`src/rtl/axi4lite_master_if.sv`:
```
// AXI4-Lite master bridging level-held core load/store requests to single-beat bus transactions.
// Optional sticky response-error flag: define AXI4LITE_RESP_ERR_EN to add the resp_err output.
`timescale 1ns/1ps

module axi4lite_master_if #(
    parameter int ADDR_W = 32,
    parameter int DATA_W = 32
) (
    input  logic                  clk,
    input  logic                  rst,
    // core-side store request
    input  logic                  write_start,
    input  logic [ADDR_W-1:0]     write_addr,
    input  logic [DATA_W-1:0]     write_data,
    input  logic [DATA_W/8-1:0]   write_strobe,
    output logic                  write_busy,
    // core-side load request
    input  logic                  read_start,
    input  logic [ADDR_W-1:0]     read_addr,
    output logic [DATA_W-1:0]     read_data,
    output logic                  read_busy,
`ifdef AXI4LITE_RESP_ERR_EN
    output logic                  resp_err,
`endif
    // AXI4-Lite master
    output logic [ADDR_W-1:0]     m_awaddr,
    output logic                  m_awvalid,
    input  logic                  m_awready,
    output logic [DATA_W-1:0]     m_wdata,
    output logic [DATA_W/8-1:0]   m_wstrb,
    output logic                  m_wvalid,
    input  logic                  m_wready,
    input  logic [1:0]            m_bresp,
    input  logic                  m_bvalid,
    output logic                  m_bready,
    output logic [ADDR_W-1:0]     m_araddr,
    output logic                  m_arvalid,
    input  logic                  m_arready,
    input  logic [DATA_W-1:0]     m_rdata,
    input  logic [1:0]            m_rresp,
    input  logic                  m_rvalid,
    output logic                  m_rready
);

    typedef enum logic [2:0] {
        IDLE,
        WR_ADDR_DATA,
        WR_RESP,
        RD_ADDR,
        RD_DATA,
        DONE
    } state_t;

    state_t                r_state;
    logic [ADDR_W-1:0]     r_awaddr;
    logic [DATA_W-1:0]     r_wdata;
    logic [DATA_W/8-1:0]   r_wstrb;
    logic [ADDR_W-1:0]     r_araddr;
    logic [DATA_W-1:0]     r_read_data;
    logic                  r_awvalid;
    logic                  r_wvalid;
    logic                  r_bready;
    logic                  r_arvalid;
    logic                  r_rready;
    logic                  r_aw_done;
    logic                  r_w_done;
    logic                  r_resp_err;

    logic                  w_aw_hs;
    logic                  w_w_hs;
    logic                  w_aw_complete;
    logic                  w_w_complete;

    assign w_aw_hs       = r_awvalid & m_awready;
    assign w_w_hs        = r_wvalid & m_wready;
    // A channel counts as finished if it completed earlier or is completing this cycle.
    assign w_aw_complete = r_aw_done | w_aw_hs;
    assign w_w_complete  = r_w_done | w_w_hs;

    always_ff @(posedge clk or posedge rst) begin
        if (rst) begin
            r_state     <= IDLE;
            r_awaddr    <= '0;
            r_wdata     <= '0;
            r_wstrb     <= '0;
            r_araddr    <= '0;
            r_read_data <= '0;
            r_awvalid   <= 1'b0;
            r_wvalid    <= 1'b0;
            r_bready    <= 1'b0;
            r_arvalid   <= 1'b0;
            r_rready    <= 1'b0;
            r_aw_done   <= 1'b0;
            r_w_done    <= 1'b0;
            r_resp_err  <= 1'b0;
        end else begin
            case (r_state)
                IDLE: begin
                    if (write_start) begin
                        r_awaddr  <= write_addr;
                        r_wdata   <= write_data;
                        r_wstrb   <= write_strobe;
                        r_awvalid <= 1'b1;
                        r_wvalid  <= 1'b1;
                        r_aw_done <= 1'b0;
                        r_w_done  <= 1'b0;
                        r_state   <= WR_ADDR_DATA;
                    end else if (read_start) begin
                        r_araddr  <= read_addr;
                        r_arvalid <= 1'b1;
                        r_state   <= RD_ADDR;
                    end
                end
                WR_ADDR_DATA: begin
                    if (w_aw_hs) begin
                        r_awvalid <= 1'b0;
                        r_aw_done <= 1'b1;
                    end
                    if (w_w_hs) begin
                        r_wvalid <= 1'b0;
                        r_w_done <= 1'b1;
                    end
                    if (w_aw_complete && w_w_complete) begin
                        r_bready <= 1'b1;
                        r_state  <= WR_RESP;
                    end
                end
                WR_RESP: begin
                    if (m_bvalid) begin
                        r_bready <= 1'b0;
                        if (m_bresp != 2'b00) begin
                            r_resp_err <= 1'b1;
                        end
                        r_state <= DONE;
                    end
                end
                RD_ADDR: begin
                    if (m_arready) begin
                        r_arvalid <= 1'b0;
                        r_rready  <= 1'b1;
                        r_state   <= RD_DATA;
                    end
                end
                RD_DATA: begin
                    if (m_rvalid) begin
                        r_read_data <= m_rdata;
                        r_rready    <= 1'b0;
                        if (m_rresp != 2'b00) begin
                            r_resp_err <= 1'b1;
                        end
                        r_state <= DONE;
                    end
                end
                // Single-cycle gap with both busy flags low lets the core drop its start.
                DONE: begin
                    r_state <= IDLE;
                end
                default: begin
                    r_state <= IDLE;
                end
            endcase
        end
    end

    assign write_busy = ((r_state == IDLE) & write_start)
                      | (r_state == WR_ADDR_DATA)
                      | (r_state == WR_RESP);
    assign read_busy  = ((r_state == IDLE) & read_start & ~write_start)
                      | (r_state == RD_ADDR)
                      | (r_state == RD_DATA);

    assign read_data = r_read_data;
    assign m_awaddr  = r_awaddr;
    assign m_awvalid = r_awvalid;
    assign m_wdata   = r_wdata;
    assign m_wstrb   = r_wstrb;
    assign m_wvalid  = r_wvalid;
    assign m_bready  = r_bready;
    assign m_araddr  = r_araddr;
    assign m_arvalid = r_arvalid;
    assign m_rready  = r_rready;

`ifdef AXI4LITE_RESP_ERR_EN
    assign resp_err = r_resp_err;
`else
    logic w_unused_resp_err;
    assign w_unused_resp_err = r_resp_err;
`endif

endmodule

```
`config.mk`:
```
export PLATFORM = sky130hd
export DESIGN_NAME = axi4lite_master_if
export DESIGN_NICKNAME = d
export VERILOG_FILES = /design/src/rtl/axi4lite_master_if.sv
export SDC_FILE = /design/constraint.sdc
export NUM_CORES = 1
export LEC_CHECK = 0
export ABC_AREA = 1
export CORE_ASPECT_RATIO = 0.9
export CORE_MARGIN = 3
export CORE_UTILIZATION = 41
export CTS_BUF_LIST = sky130_fd_sc_hd__clkbuf_2 sky130_fd_sc_hd__clkbuf_4 sky130_fd_sc_hd__clkbuf_8
export CTS_CLUSTER_DIAMETER = 200
export DETAILED_ROUTE_END_ITERATION = 10
export PLACE_DENSITY = 0.82
export SLEW_MARGIN = 20
export SYNTH_ARGS = -nofsm -noshare
export SYNTH_HDL_FRONTEND = slang
export SYNTH_SLANG_ARGS = --single-unit
```
`constraint.sdc`:
```
create_clock -name clk -period 5.36 [get_ports clk]
set_input_delay 1.072 -clock clk [delete_from_list [all_inputs] [get_ports clk]]
set_output_delay 1.072 -clock clk [all_outputs]
set_load 0.02 [all_outputs]
```
==> results.py <==
metrics = {
    "outcome": {
        "outcome": "complete, no violations",
    },
    "sta": {
        "rsz0062_at_grt": "false",
        "slew_headroom_pct": 36.2,
        "report.final.slew_viol_count": 0,
        "period_minus_slack_ns": 3.87,
        "max_freq_mhz": 259,
        "hold_viol": 0,
        "setup_viol": 0,
        "hold_ws_ns": 0.467,
        "tightest_slew_ns": 0.958,
        "fin_crit_sh_pct": 72.1,
        "skew_ns": 0.00781,
        "fin_setup_tns_ns": 0,
    },
    "run": {
        "drv_cap": 0,
    },
    "synth": {
        "synth_seq_cells": 142,
        "synth_cell_types": 19,
        "yosys_warnings": 0,
        "synth_cells": 638,
        "synth_nets": 783,
        "syn-cell-area_um2": 5540,
        "yosysSeqAreaShare_pct": 64.2,
        "synth_area_per_cell_um2": 8.68,
    },
    "setup_path": {
        "critPathMostFrequentCell": "clkdlybuf4s50_1",
        "reg2reg_from": "r_state[1]$_DFFE_PP0P_",
        "crit_path_start_kind": "input port",
        "worst-path-buf-inv": 4,
        "crit_path_top_delay_cell": "clkdlybuf4s50_1",
        "reg2reg_depth": 7,
        "cp-startpoint": "read_start",
        "reg2reg_slack_ns": 2.40,
        "critPathMaxFanout": 33,
        "endpoint_kind": "output pin",
        "worstSetupPathType": "input port to output pin",
        "cp.arrival_ns": 2.79,
        "worstPathRequired_ns": 4.29,
        "path_cells": "clkdlybuf4s50_1 > inv_1 > nor3_4 > inv_2 > nand3_1 > clkdlybuf4s50_1",
        "r2r_end": "m_awaddr[11]$_DFFE_PP0P_",
        "path_delay_family": "buffers and inverters",
        "slowest_delay_ns": 0.63,
    },
    "global_routing": {
        "grt_max_degree": 81,
        "grt_antenna_before_repair": 0,
        "grt_pass1_vias": 4933,
        "grt_first_pass_wirelength_mm": 25.3,
        "track_usage_pct": 21.7,
        "grt.overflow.total": 0,
    },
    "power": {
        "powerDensity_nw_per_um2": 608,
        "power_frac_comb_pct": 48.0,
        "p_int_mw": 3.31,
        "power.switching_mw": 2.07,
        "clockPowerShare_pct": 17.8,
        "seq_power_share_pct": 34.3,
        "power_leakage_nw": 4.41,
        "ir_worst_vdd_v": 0.000428,
        "switching_share_pct": 38.5,
    },
    "detailed_routing": {
        "vias": 5074,
        "via_per_inst": 4.66,
        "post_drt_wl_per_cell_um": 14.9,
        "drt_pass1_iterations": 5,
        "drc": 0,
        "drt-initial-drc-count": 319,
        "final_antenna_net_count": 0,
        "wl_mm": 16.2,
    },
    "hold_path": {
        "holdPathStages": 2,
        "holdPathEnd": "m_araddr[5]$_DFFE_PP0P_",
        "worstHoldPathType": "flip-flop to flip-flop",
        "min-delay-start": "m_araddr[5]$_DFFE_PP0P_",
    },
    "place": {
        "io_buffer_count": 279,
        "hpwl_mm": 11.5,
        "finalWeightedCongestion": 0.804,
    },
    "floorplan": {
        "io_pins": 284,
        "chipHeight_um": 116,
        "die_x_um": 128,
        "initial_core_util_pct": 42.8,
        "dieArea_um2": 14900,
        "core_um2": 12900,
        "rows": 39,
    },
    "finish": {
        "final_layout_size_suffix_gt1_share_pct": 4.65,
        "final_common_cell": "nand2_1",
        "fin_nets": 1058,
        "final_cell_mix": "419 x nand2_1, 279 x clkdlybuf4s50_1, 142 x dfrtp_1",
        "antennaDiodeCount": 0,
        "syn2layout_area_growth_pct": 60.0,
    },
    "clocking": {
        "holdBufCountCts": 0,
        "cts_setup_buffers": 0,
        "h-tree-depth": 4,
        "cts-root-buf": "clkbuf_8",
        "cts_resized": 0,
        "clockBufferDepth": 2,
        "cts.sinks": 142,
        "clk-insertion-delay-late_ns": 0.44,
        "cts_tree": "yes",
        "cts_buffers": 17,
        "cts.clk_slew.worst_paths_ns": 0.07,
    },
}
-- synth_stat cells --
cell | instances | area [um^2]
o21ai_0 | 9 | 45.0
nand4_1 | 1 | 6.26
nand2_2 | 1 | 6.26
nor2_1 | 6 | 22.5
and2_1 | 1 | 6.26
a21oi_1 | 1 | 5.00
clkbuf_1 | 7 | 26.3
nor3_4 | 1 | 16.3
nor2_2 | 1 | 6.26
nand3_1 | 9 | 45.0
inv_2 | 2 | 7.51
buf_2 | 11 | 55.1
dfrtp_1 | 142 | 3550
inv_1 | 15 | 56.3
nand2_1 | 419 | 1570
nand3b_1 | 1 | 7.51
nor2_4 | 1 | 11.3
buf_4 | 7 | 52.6
buf_6 | 3 | 33.8
-- area by class of cell --
| class | count | area (um^2) |
|---|---|---|
| repair buffers | 284 | 2830 |
| flip-flops and latches | 142 | 3550 |
| clock buffers | 25 | 319 |
| inverters | 17 | 70.1 |
| multi-input cells | 451 | 1750 |
| well taps | 164 | 205 |
| clock inverters | 6 | 130 |
| fillers | 1004 | 4070 |
-- metrics by stage --
step           utilization, %  power (mW)  worst slack (ns)  instance area, um^2  instances
5_1_grt                  68.5        5.74              1.42                 8860       1089
2_1_floorplan               -        3.15             0.478                 5540        638
6_report                 68.5        5.39              1.49                 8860       1089
3_3_place_gp             65.0        4.40              1.47                 8410       1058
4_1_cts                  68.5        5.44              1.46                 8860       1089
3_5_place_dp             65.0        4.46              1.46                 8410       1058
-- worst max path at each step --
stage | to | slack (ns) | cells past startpoint
6_report | read_busy | 1.49 | 6
5_1_grt | read_busy | 1.42 | 6
4_1_cts | read_busy | 1.46 | 5
3_5_place_dp | read_busy | 1.46 | 5
3_3_place_gp | read_busy | 1.47 | 6
2_1_floorplan | m_araddr[0]$_DFFE_PP0P_ | 0.48 | 1
-- worst register-to-register path, cell delays in order (launching register included) --
cell and delay [ns]:
dfrtp_1 0.47, nor2_2 0.17, nand2_2 0.11, nor2_4 0.10, buf_4 0.61, clkinv_2 0.94, nand2_1 0.35, nand2_1 0.08
-- layer usage --
layer  global-route usage [%]  share of wire [%]  up-vias  routed length [um]
met3                     8.18                 10       25                1630
met2                     35.5                 49      200                8020
li1                         -                  -     2470                   -
met1                     26.0                 38     2379                6210
met5                        0                  0        -                   0
met4                     8.77                2.2        0                 349
-- flip-flops by register name, indices dropped and copies added, names as in the netlist --
| name | count |
|---|---|
| m_araddr | 32 |
| m_awaddr | 32 |
| m_wdata | 32 |
| read_data | 32 |
| m_wstrb | 4 |
| r_state | 3 |
| m_arvalid | 1 |
| m_awvalid | 1 |
| m_bready | 1 |
| m_rready | 1 |
| m_wvalid | 1 |
| r_aw_done | 1 |
| r_w_done | 1 |
-- cell families (layout without fill, tap and decap cells) --
logic type / count (synthesis) / after routing / synth area share [%]
AND/OR/NAND/NOR: 441 / 441 / 30.7
flip-flops: 142 / 142 / 64.2
AO/OA/AOI/OAI: 10 / 10 / 0.904
buffers and inverters: 45 / 332 / 4.18
-- power groups by stage --
stage	registers (mW)	clock network (mW)	logic, mW
2_1_floorplan	2.43	0	0.718
3_3_place_gp	1.84	0	2.56
3_5_place_dp	1.85	0	2.61
4_1_cts	1.85	0.978	2.62
5_1_grt	1.91	1.03	2.80
6_report	1.85	0.958	2.58
Note: power is estimated with default switching activity, not from simulation.
